**src/rtl/axi_lite_cfg_if.sv**
```systemverilog
// AXI4-Lite bus bundle between the PS general-purpose master and the fabric
// configuration register bank.
interface axi_lite_cfg_if;
  logic [31:0] axi_awaddr;
  logic [2:0]  axi_awprot;
  logic        axi_awvalid;
  logic        axi_awready;
  logic [31:0] axi_wdata;
  logic [3:0]  axi_wstrb;
  logic        axi_wvalid;
  logic        axi_wready;
  logic [1:0]  axi_bresp;
  logic        axi_bvalid;
  logic        axi_bready;
  logic [31:0] axi_araddr;
  logic [2:0]  axi_arprot;
  logic        axi_arvalid;
  logic        axi_arready;
  logic [31:0] axi_rdata;
  logic [1:0]  axi_rresp;
  logic        axi_rvalid;
  logic        axi_rready;

  modport master (
    output axi_awaddr, axi_awprot, axi_awvalid, axi_wdata, axi_wstrb, axi_wvalid,
           axi_bready, axi_araddr, axi_arprot, axi_arvalid, axi_rready,
    input  axi_awready, axi_wready, axi_bresp, axi_bvalid,
           axi_arready, axi_rdata, axi_rresp, axi_rvalid
  );

  modport slave (
    input  axi_awaddr, axi_awprot, axi_awvalid, axi_wdata, axi_wstrb, axi_wvalid,
           axi_bready, axi_araddr, axi_arprot, axi_arvalid, axi_rready,
    output axi_awready, axi_wready, axi_bresp, axi_bvalid,
           axi_arready, axi_rdata, axi_rresp, axi_rvalid
  );
endinterface

```
**src/rtl/axi_lite_cfg.sv**
```systemverilog
// AXI4-Lite slave register bank: REG_NUM 32-bit configuration registers driven
// as parallel outputs, with a one-cycle strobe on every committed write.
// Write and read channels run independent two-state handshake machines.
module axi_lite_cfg #(
  parameter int  ADDR_WIDTH = 12,
  parameter int  REG_NUM    = 8,
  localparam int IDX_W      = $clog2(REG_NUM)
) (
  input  logic                   axi_clk,
  input  logic                   axi_rst_n,
  axi_lite_cfg_if.slave          s_axi,
  output logic [32*REG_NUM-1:0]  cfg_data,
  output logic                   cfg_wr,
  output logic [IDX_W-1:0]       cfg_idx
);

  typedef enum logic {W_IDLE, W_RESP} wr_state_t;
  typedef enum logic {R_IDLE, R_DATA} rd_state_t;

  localparam logic [1:0] RESP_OKAY   = 2'b00;
  localparam logic [1:0] RESP_SLVERR = 2'b10;

  logic [31:0]      regs [REG_NUM];
  wr_state_t        wr_state;
  rd_state_t        rd_state;

  // Independently latched halves of a write transaction
  logic             aw_held;
  logic             w_held;
  logic [IDX_W-1:0] aw_idx_q;
  logic             aw_ok_q;
  logic [31:0]      w_data_q;
  logic [3:0]       w_strb_q;

  // Address decode: word index from the low bits, in range only when every
  // significant bit above the index is zero
  logic [IDX_W-1:0] aw_idx;
  logic [IDX_W-1:0] ar_idx;
  logic             aw_ok;
  logic             ar_ok;
  assign aw_idx = s_axi.axi_awaddr[IDX_W+1:2];
  assign ar_idx = s_axi.axi_araddr[IDX_W+1:2];
  assign aw_ok  = (s_axi.axi_awaddr[ADDR_WIDTH-1:IDX_W+2] == '0);
  assign ar_ok  = (s_axi.axi_araddr[ADDR_WIDTH-1:IDX_W+2] == '0);

  // Protection bits, byte offset and bits above the 4 KiB window carry no meaning here
  logic unused_bits;
  assign unused_bits = ^{s_axi.axi_awprot, s_axi.axi_arprot,
                         s_axi.axi_awaddr[31:ADDR_WIDTH], s_axi.axi_awaddr[1:0],
                         s_axi.axi_araddr[31:ADDR_WIDTH], s_axi.axi_araddr[1:0]};

  // Commit fires on the edge where both halves are available, whether latched
  // earlier or handshaking right now
  logic             aw_hs;
  logic             w_hs;
  logic             ar_hs;
  logic             commit;
  logic [IDX_W-1:0] cm_idx;
  logic             cm_ok;
  logic [31:0]      cm_data;
  logic [3:0]       cm_strb;
  assign aw_hs   = s_axi.axi_awvalid & s_axi.axi_awready;
  assign w_hs    = s_axi.axi_wvalid & s_axi.axi_wready;
  assign ar_hs   = s_axi.axi_arvalid & s_axi.axi_arready;
  assign commit  = (wr_state == W_IDLE) & (aw_held | aw_hs) & (w_held | w_hs);
  assign cm_idx  = aw_hs ? aw_idx : aw_idx_q;
  assign cm_ok   = aw_hs ? aw_ok : aw_ok_q;
  assign cm_data = w_hs ? s_axi.axi_wdata : w_data_q;
  assign cm_strb = w_hs ? s_axi.axi_wstrb : w_strb_q;

  // Register storage: byte-masked update on an in-range commit
  always_ff @(posedge axi_clk or negedge axi_rst_n) begin
    if (!axi_rst_n) begin
      for (int i = 0; i < REG_NUM; i++) regs[i] <= '0;
    end else if (commit && cm_ok) begin
      for (int k = 0; k < 4; k++) begin
        if (cm_strb[k]) regs[cm_idx][8*k +: 8] <= cm_data[8*k +: 8];
      end
    end
  end

  for (genvar i = 0; i < REG_NUM; i++) begin : g_cfg
    assign cfg_data[32*i +: 32] = regs[i];
  end

  // Write channel: accept AW and W in any order, commit, hold B until accepted
  always_ff @(posedge axi_clk or negedge axi_rst_n) begin
    if (!axi_rst_n) begin
      wr_state           <= W_IDLE;
      s_axi.axi_awready  <= 1'b0;
      s_axi.axi_wready   <= 1'b0;
      s_axi.axi_bvalid   <= 1'b0;
      s_axi.axi_bresp    <= RESP_OKAY;
      aw_held            <= 1'b0;
      w_held             <= 1'b0;
      aw_idx_q           <= '0;
      aw_ok_q            <= 1'b0;
      w_data_q           <= '0;
      w_strb_q           <= '0;
      cfg_wr             <= 1'b0;
      cfg_idx            <= '0;
    end else begin
      cfg_wr <= 1'b0;
      case (wr_state)
        W_IDLE: begin
          if (commit) begin
            wr_state          <= W_RESP;
            s_axi.axi_awready <= 1'b0;
            s_axi.axi_wready  <= 1'b0;
            s_axi.axi_bvalid  <= 1'b1;
            s_axi.axi_bresp   <= cm_ok ? RESP_OKAY : RESP_SLVERR;
            aw_held           <= 1'b0;
            w_held            <= 1'b0;
            if (cm_ok && cm_strb != 4'b0000) begin
              cfg_wr  <= 1'b1;
              cfg_idx <= cm_idx;
            end
          end else begin
            if (aw_hs) begin
              aw_held  <= 1'b1;
              aw_idx_q <= aw_idx;
              aw_ok_q  <= aw_ok;
            end
            if (w_hs) begin
              w_held   <= 1'b1;
              w_data_q <= s_axi.axi_wdata;
              w_strb_q <= s_axi.axi_wstrb;
            end
            s_axi.axi_awready <= !(aw_held || aw_hs);
            s_axi.axi_wready  <= !(w_held || w_hs);
          end
        end
        W_RESP: begin
          if (s_axi.axi_bready) begin
            wr_state          <= W_IDLE;
            s_axi.axi_bvalid  <= 1'b0;
            s_axi.axi_awready <= 1'b1;
            s_axi.axi_wready  <= 1'b1;
          end
        end
        default: wr_state <= W_IDLE;
      endcase
    end
  end

  // Read channel: capture data on AR handshake (pre-commit value), hold R until accepted
  always_ff @(posedge axi_clk or negedge axi_rst_n) begin
    if (!axi_rst_n) begin
      rd_state          <= R_IDLE;
      s_axi.axi_arready <= 1'b0;
      s_axi.axi_rvalid  <= 1'b0;
      s_axi.axi_rdata   <= '0;
      s_axi.axi_rresp   <= RESP_OKAY;
    end else begin
      case (rd_state)
        R_IDLE: begin
          if (ar_hs) begin
            rd_state          <= R_DATA;
            s_axi.axi_arready <= 1'b0;
            s_axi.axi_rvalid  <= 1'b1;
            s_axi.axi_rdata   <= ar_ok ? regs[ar_idx] : 32'h0;
            s_axi.axi_rresp   <= ar_ok ? RESP_OKAY : RESP_SLVERR;
          end else begin
            s_axi.axi_arready <= 1'b1;
          end
        end
        R_DATA: begin
          if (s_axi.axi_rready) begin
            rd_state          <= R_IDLE;
            s_axi.axi_rvalid  <= 1'b0;
            s_axi.axi_arready <= 1'b1;
          end
        end
        default: rd_state <= R_IDLE;
      endcase
    end
  end

endmodule
```
**src/flat_wrapper.sv**
```systemverilog
// flat-port wrapper written by rule: the top's interface ports become plain ports
module axi_lite_cfg_flat 
#(
  parameter int  ADDR_WIDTH = 12,
  parameter int  REG_NUM    = 8,
  localparam int IDX_W      = $clog2(REG_NUM)
)
  (axi_clk, axi_rst_n, cfg_data, cfg_wr, cfg_idx, s_axi_axi_awaddr, s_axi_axi_awprot, s_axi_axi_awvalid, s_axi_axi_wdata, s_axi_axi_wstrb, s_axi_axi_wvalid, s_axi_axi_bready, s_axi_axi_araddr, s_axi_axi_arprot, s_axi_axi_arvalid, s_axi_axi_rready, s_axi_axi_awready, s_axi_axi_wready, s_axi_axi_bresp, s_axi_axi_bvalid, s_axi_axi_arready, s_axi_axi_rdata, s_axi_axi_rresp, s_axi_axi_rvalid);
  axi_lite_cfg_if s_axi_i ();
  input  logic axi_clk;
  input  logic axi_rst_n;
  output logic [32*REG_NUM-1:0] cfg_data;
  output logic cfg_wr;
  output logic [IDX_W-1:0] cfg_idx;
  input wire logic [$bits(s_axi_i.axi_awaddr)-1:0] s_axi_axi_awaddr;
  input wire logic [$bits(s_axi_i.axi_awprot)-1:0] s_axi_axi_awprot;
  input wire logic [$bits(s_axi_i.axi_awvalid)-1:0] s_axi_axi_awvalid;
  input wire logic [$bits(s_axi_i.axi_wdata)-1:0] s_axi_axi_wdata;
  input wire logic [$bits(s_axi_i.axi_wstrb)-1:0] s_axi_axi_wstrb;
  input wire logic [$bits(s_axi_i.axi_wvalid)-1:0] s_axi_axi_wvalid;
  input wire logic [$bits(s_axi_i.axi_bready)-1:0] s_axi_axi_bready;
  input wire logic [$bits(s_axi_i.axi_araddr)-1:0] s_axi_axi_araddr;
  input wire logic [$bits(s_axi_i.axi_arprot)-1:0] s_axi_axi_arprot;
  input wire logic [$bits(s_axi_i.axi_arvalid)-1:0] s_axi_axi_arvalid;
  input wire logic [$bits(s_axi_i.axi_rready)-1:0] s_axi_axi_rready;
  output wire logic [$bits(s_axi_i.axi_awready)-1:0] s_axi_axi_awready;
  output wire logic [$bits(s_axi_i.axi_wready)-1:0] s_axi_axi_wready;
  output wire logic [$bits(s_axi_i.axi_bresp)-1:0] s_axi_axi_bresp;
  output wire logic [$bits(s_axi_i.axi_bvalid)-1:0] s_axi_axi_bvalid;
  output wire logic [$bits(s_axi_i.axi_arready)-1:0] s_axi_axi_arready;
  output wire logic [$bits(s_axi_i.axi_rdata)-1:0] s_axi_axi_rdata;
  output wire logic [$bits(s_axi_i.axi_rresp)-1:0] s_axi_axi_rresp;
  output wire logic [$bits(s_axi_i.axi_rvalid)-1:0] s_axi_axi_rvalid;
  assign s_axi_i.axi_awaddr = s_axi_axi_awaddr;
  assign s_axi_i.axi_awprot = s_axi_axi_awprot;
  assign s_axi_i.axi_awvalid = s_axi_axi_awvalid;
  assign s_axi_i.axi_wdata = s_axi_axi_wdata;
  assign s_axi_i.axi_wstrb = s_axi_axi_wstrb;
  assign s_axi_i.axi_wvalid = s_axi_axi_wvalid;
  assign s_axi_i.axi_bready = s_axi_axi_bready;
  assign s_axi_i.axi_araddr = s_axi_axi_araddr;
  assign s_axi_i.axi_arprot = s_axi_axi_arprot;
  assign s_axi_i.axi_arvalid = s_axi_axi_arvalid;
  assign s_axi_i.axi_rready = s_axi_axi_rready;
  assign s_axi_axi_awready = s_axi_i.axi_awready;
  assign s_axi_axi_wready = s_axi_i.axi_wready;
  assign s_axi_axi_bresp = s_axi_i.axi_bresp;
  assign s_axi_axi_bvalid = s_axi_i.axi_bvalid;
  assign s_axi_axi_arready = s_axi_i.axi_arready;
  assign s_axi_axi_rdata = s_axi_i.axi_rdata;
  assign s_axi_axi_rresp = s_axi_i.axi_rresp;
  assign s_axi_axi_rvalid = s_axi_i.axi_rvalid;
  axi_lite_cfg #(.ADDR_WIDTH(ADDR_WIDTH), .REG_NUM(REG_NUM)) u_core (.axi_clk(axi_clk), .axi_rst_n(axi_rst_n), .s_axi(s_axi_i), .cfg_data(cfg_data), .cfg_wr(cfg_wr), .cfg_idx(cfg_idx));
endmodule
```
**config.mk**
```make
export PLATFORM = sky130hd
export DESIGN_NAME = axi_lite_cfg_flat
export DESIGN_NICKNAME = d
export VERILOG_FILES = /design/src/rtl/axi_lite_cfg_if.sv /design/src/rtl/axi_lite_cfg.sv /design/src/flat_wrapper.sv
export SDC_FILE = /design/constraint.sdc
export NUM_CORES = 1
export LEC_CHECK = 0
export CAP_MARGIN = 10
export CELL_PAD_IN_SITES_DETAIL_PLACEMENT = 1
export CELL_PAD_IN_SITES_GLOBAL_PLACEMENT = 2
export CORE_MARGIN = 2
export CORE_UTILIZATION = 30
export DETAILED_ROUTE_END_ITERATION = 6
export PLACE_DENSITY = 0.77
export SLEW_MARGIN = 20
export SYNTH_ARGS = -nofsm -noshare
export SYNTH_HDL_FRONTEND = slang
export SYNTH_SLANG_ARGS = --single-unit
```
**constraint.sdc**
```tcl
create_clock -name axi_clk -period 2.3 [get_ports axi_clk]
set_input_delay 0.345 -clock axi_clk [delete_from_list [all_inputs] [get_ports axi_clk]]
set_output_delay 0.345 -clock axi_clk [all_outputs]
set_load 0.01 [all_outputs]
```
==> summary.txt <==
Outcome
  – Status: finished with violations
  – Violated checks: setup timing

Floorplanning
  – Initial core utilization: 30.2%
  – Chip Height: 233 um
  – # IOs: 414
  – Die area: 54400 sq um
  – CORE AREA: 52200 sq um
  – Width of the chip: 233 um
  – Rows: 84

GRT
  – Total Routing Usage GR: 20.2%
  – Initial antenna violation count: 0
  – Met3 Use GR: 5.41%
  – Largest net degree at the start of global routing: 71
  – Gr ovfl total: 0
  – M2 GR Usage: 34.3%
  – GR Util met1: 25.7%
  – Vias in the first global route: 12200
  – Gr busiest metal: met2
  – First-pass GRT wire length: 81600 um

Cells and area
  – NumNets Final: 1593
  – Post-route cell area: 23300 sq um
  – Final-layout fill cell count: 5193
  – Share of layout cells above drive strength 1: 41.3%
  – Area Growth Syn to Fin: 47.8%

Place
  – Placer Congestion: 0.780
  – Dpl hpwl: 38500 um
  – Post-Place Setup Slack: -0.706 ns
  – Placed Area: 21200 sq um
  – Port bufs: 361

Timing
  – Slew @ Worst Pin: 0.643 ns
  – Part of the cycle the worst path needs: 100%
  – Slew headroom: 57.2%
  – Final worst slack: -0.00438 ns
  – Skew final: 0.0278 ns
  – Fmax: 434 MHz
  – Final hold violations: 0
  – Max-slew violation count: 0
  – RSZ-0062 raised after global routing: true
  – # setup viols final: 5
  – Minimum clock period: 2.30 ns

Yosys
  – Number of flops mapped to enable cells by yosys: 0
  – Asr flop ratio synth: 100%
  – Synthesized netlist cell count: 1012
  – Proportion of synthesized area in mux cells: 35.3%
  – Netlist cell types: 44
  – Seq/Total Area, Yosys: 54.5%
  – Syn avg cell area: 15.6 sq um
  – Synth top area cells: dfrtp_1, mux2_2, mux4_2
  – Synth Area in XOR/XNOR: 0%
  – Yosys top cell by area: dfrtp_1
  – Post-synth top flop: dfrtp_1
  – Synth Area in Simple Gates: 5.59%
  – Main combinational cell family by area after synthesis: multiplexers
  – Synth Area in Compound Gates: 2.83%
  – Yosys reg bits: 343
  – Synth top area share: 54.5%
  – Mapped cell area: 15800 sq um
  – Synth Area in Adders: 0%
  – Ys Warns: 0

Clock tree
  – Clock root cell: clkbuf_16
  – CTS tree: built
  – Htree depth: 2
  – Reg clk slew, reported paths: 0.06 ns
  – Num CTS Buffers: 41
  – CTS Buffer Depth: 3
  – Skew-Pair Late Insertion Delay: 0.57 ns
  – CTS Sinks: 343

Detailed routing
  – DRT Pass-1 Iters: 4
  – Via count: 11000
  – Final antenna-violating net count: 0
  – Drt initial violations: 540
  – Vias per cell: 5.01
  – Routed Wire Length: 56100 um
  – # DRC: 0
  – DR WL/cell: 25.5 um

Critical path
  – Worst Path Arrival: 2.74 ns
  – CP startpoint kind: register
  – Reg2Reg Depth: 8
  – RR Startpoint: u_core.s_axi.axi_awready
  – R2R setup slack: -0.004 ns
  – Worst reg2reg path endpoint: u_core.cfg_data[186]
  – CP required: 2.73 ns
  – Endpoint class of the critical path: register
  – CP Max Fanout: 5
  – Critical path class: reg -> reg

Flow run
  – Max Cap Viol: 0

Power and ir drop
  – Leak: 10.5 nW
  – Maximum vdd drop: 0.595 mV
  – Power Dens Cells: 817 nW/um^2

Min path
  – Hold Crit Class: in -> async
==> worst max path at each step <==
stage,start,cells after the start,slack [ns],to
global route,u_core.s_axi.axi_awready,8,-0.04,u_core.cfg_data[185]
finish,u_core.s_axi.axi_awready,8,-0.004,u_core.cfg_data[186]
detailed placement,s_axi_axi_awaddr[6],8,-0.71,u_core.cfg_data[251]
CTS,s_axi_axi_awaddr[7],8,-0.03,u_core.cfg_data[190]
global placement,s_axi_axi_awvalid,7,-0.76,u_core.cfg_data[145]
floorplan,s_axi_axi_awaddr[7],6,-0.14,u_core.cfg_data[192]
==> cell usage in the layout, fill, tap and decap left out, types with 20 or more instances in the layout <==
master           count
buf_12              25
buf_4               61
mux2i_1             35
nor4_4              20
dfrtp_1            342
mux2_4             113
mux4_2              64
o21ai_0             34
buf_6               28
mux2_2             203
clkbuf_16           45
clkdlybuf4s50_1    353
nand2_1             40
==> cells by family (layout without fill, tap and decap cells) <==
group	count (synthesis)	in the layout
buffers and inverters	59	556
DFF	343	343
and+or+nand+nor	111	111
muxes	425	425
other	1	3
AOI/OAI and AO/OA	73	73
==> what timing repair did <==
item	4_1_cts	5_1_grt
pin swaps	9	23
resized for setup	65	90
gates cloned	1	3
hold endpoints to repair	40	0
setup endpoints to repair	236	255
hold buffers	1	0
buffers inserted	1	0
==> report_power, final <==
| part | switching [mW] | internal [mW] |
|---|---|---|
| combinational | 2.95 | 2.31 |
| sequential | 0.329 | 6.57 |
| clock | 2.64 | 4.25 |
==> layout make-up <==
class	instances	area [sq um]	share of cell area [%]
clock buffers	60	1260	5.41
repair buffers	481	5020	21.6
flip-flops and latches	343	8580	36.8
diodes	1	2.50	0.0107
multi-input cells	611	7380	31.7
clock inverters	13	183	0.784
well taps	688	861	3.69
inverters	2	7.51	0.0322
==> metrics by stage <==
stage	cells	hold slack, ns	utilization, %	power [mW]	TNS (ns)
5_1_grt	2198	0.316	44.6	19.9	-0.724
3_3_place_gp	2125	0.305	40.7	11.8	-160.29
4_1_cts	2201	0.292	44.0	19.1	-0.766
3_5_place_dp	2125	0.311	40.7	11.9	-158.23
2_1_floorplan	1013	0.0494	-	9.50	-25.40
6_report	2199	0.306	44.6	19.0	-0.0125
==> synth_stat cells, types with 3 or more instances <==
| master | count |
|---|---|
| a21boi_0 | 5 |
| a21oi_1 | 8 |
| a31oi_1 | 6 |
| and3_1 | 7 |
| buf_1 | 10 |
| buf_2 | 5 |
| buf_4 | 5 |
| buf_6 | 3 |
| clkbuf_1 | 32 |
| dfrtp_1 | 343 |
| mux2_1 | 17 |
| mux2_2 | 284 |
| mux2_4 | 25 |
| mux2i_1 | 35 |
| mux4_2 | 64 |
| nand2_1 | 42 |
| nand3_1 | 3 |
| nor2_1 | 12 |
| nor3_1 | 4 |
| nor4_1 | 3 |
| nor4_4 | 20 |
| o211ai_1 | 4 |
| o21ai_0 | 34 |
| o22ai_1 | 4 |
| or4_1 | 12 |
==> critical path, stage by stage, from the launching register on <==
cell and delay [ns]:
dfrtp_2 0.41, buf_6 0.12, nand2_4 0.04, o31a_4 0.41, clkbuf_16 0.19, buf_8 0.14, nor4_4 0.36, buf_6 0.20
mux2_4 0.30
==> flip-flops by register name, indices dropped and copies added (netlist names) <==
| register | count |
|---|---|
| u_core.s_axi.axi_bvalid | 1 |
| u_core.wr_state | 1 |
| u_core.s_axi.axi_wready | 1 |
| u_core.w_data_q | 32 |
| u_core.s_axi.axi_bresp | 1 |
| u_core.s_axi.axi_rresp | 1 |
| u_core.s_axi.axi_rvalid | 1 |
| u_core.cfg_wr | 1 |
| u_core.s_axi.axi_rdata | 32 |
| u_core.aw_held | 1 |
| u_core.rd_state | 1 |
| u_core.aw_ok_q | 1 |
| u_core.cfg_idx | 3 |
| u_core.w_strb_q | 4 |
| u_core.s_axi.axi_awready | 1 |
| u_core.s_axi.axi_arready | 1 |
| u_core.cfg_data | 256 |
| u_core.aw_idx_q | 3 |
| u_core.w_held | 1 |
==> per-layer routing <==
layer	vias up	part of all wire, %
li1	4743	-
met1	5905	42
met2	313	50
met5	-	0
met3	66	6.2
met4	0	1.7
Power figures use the tool's default switching activity.
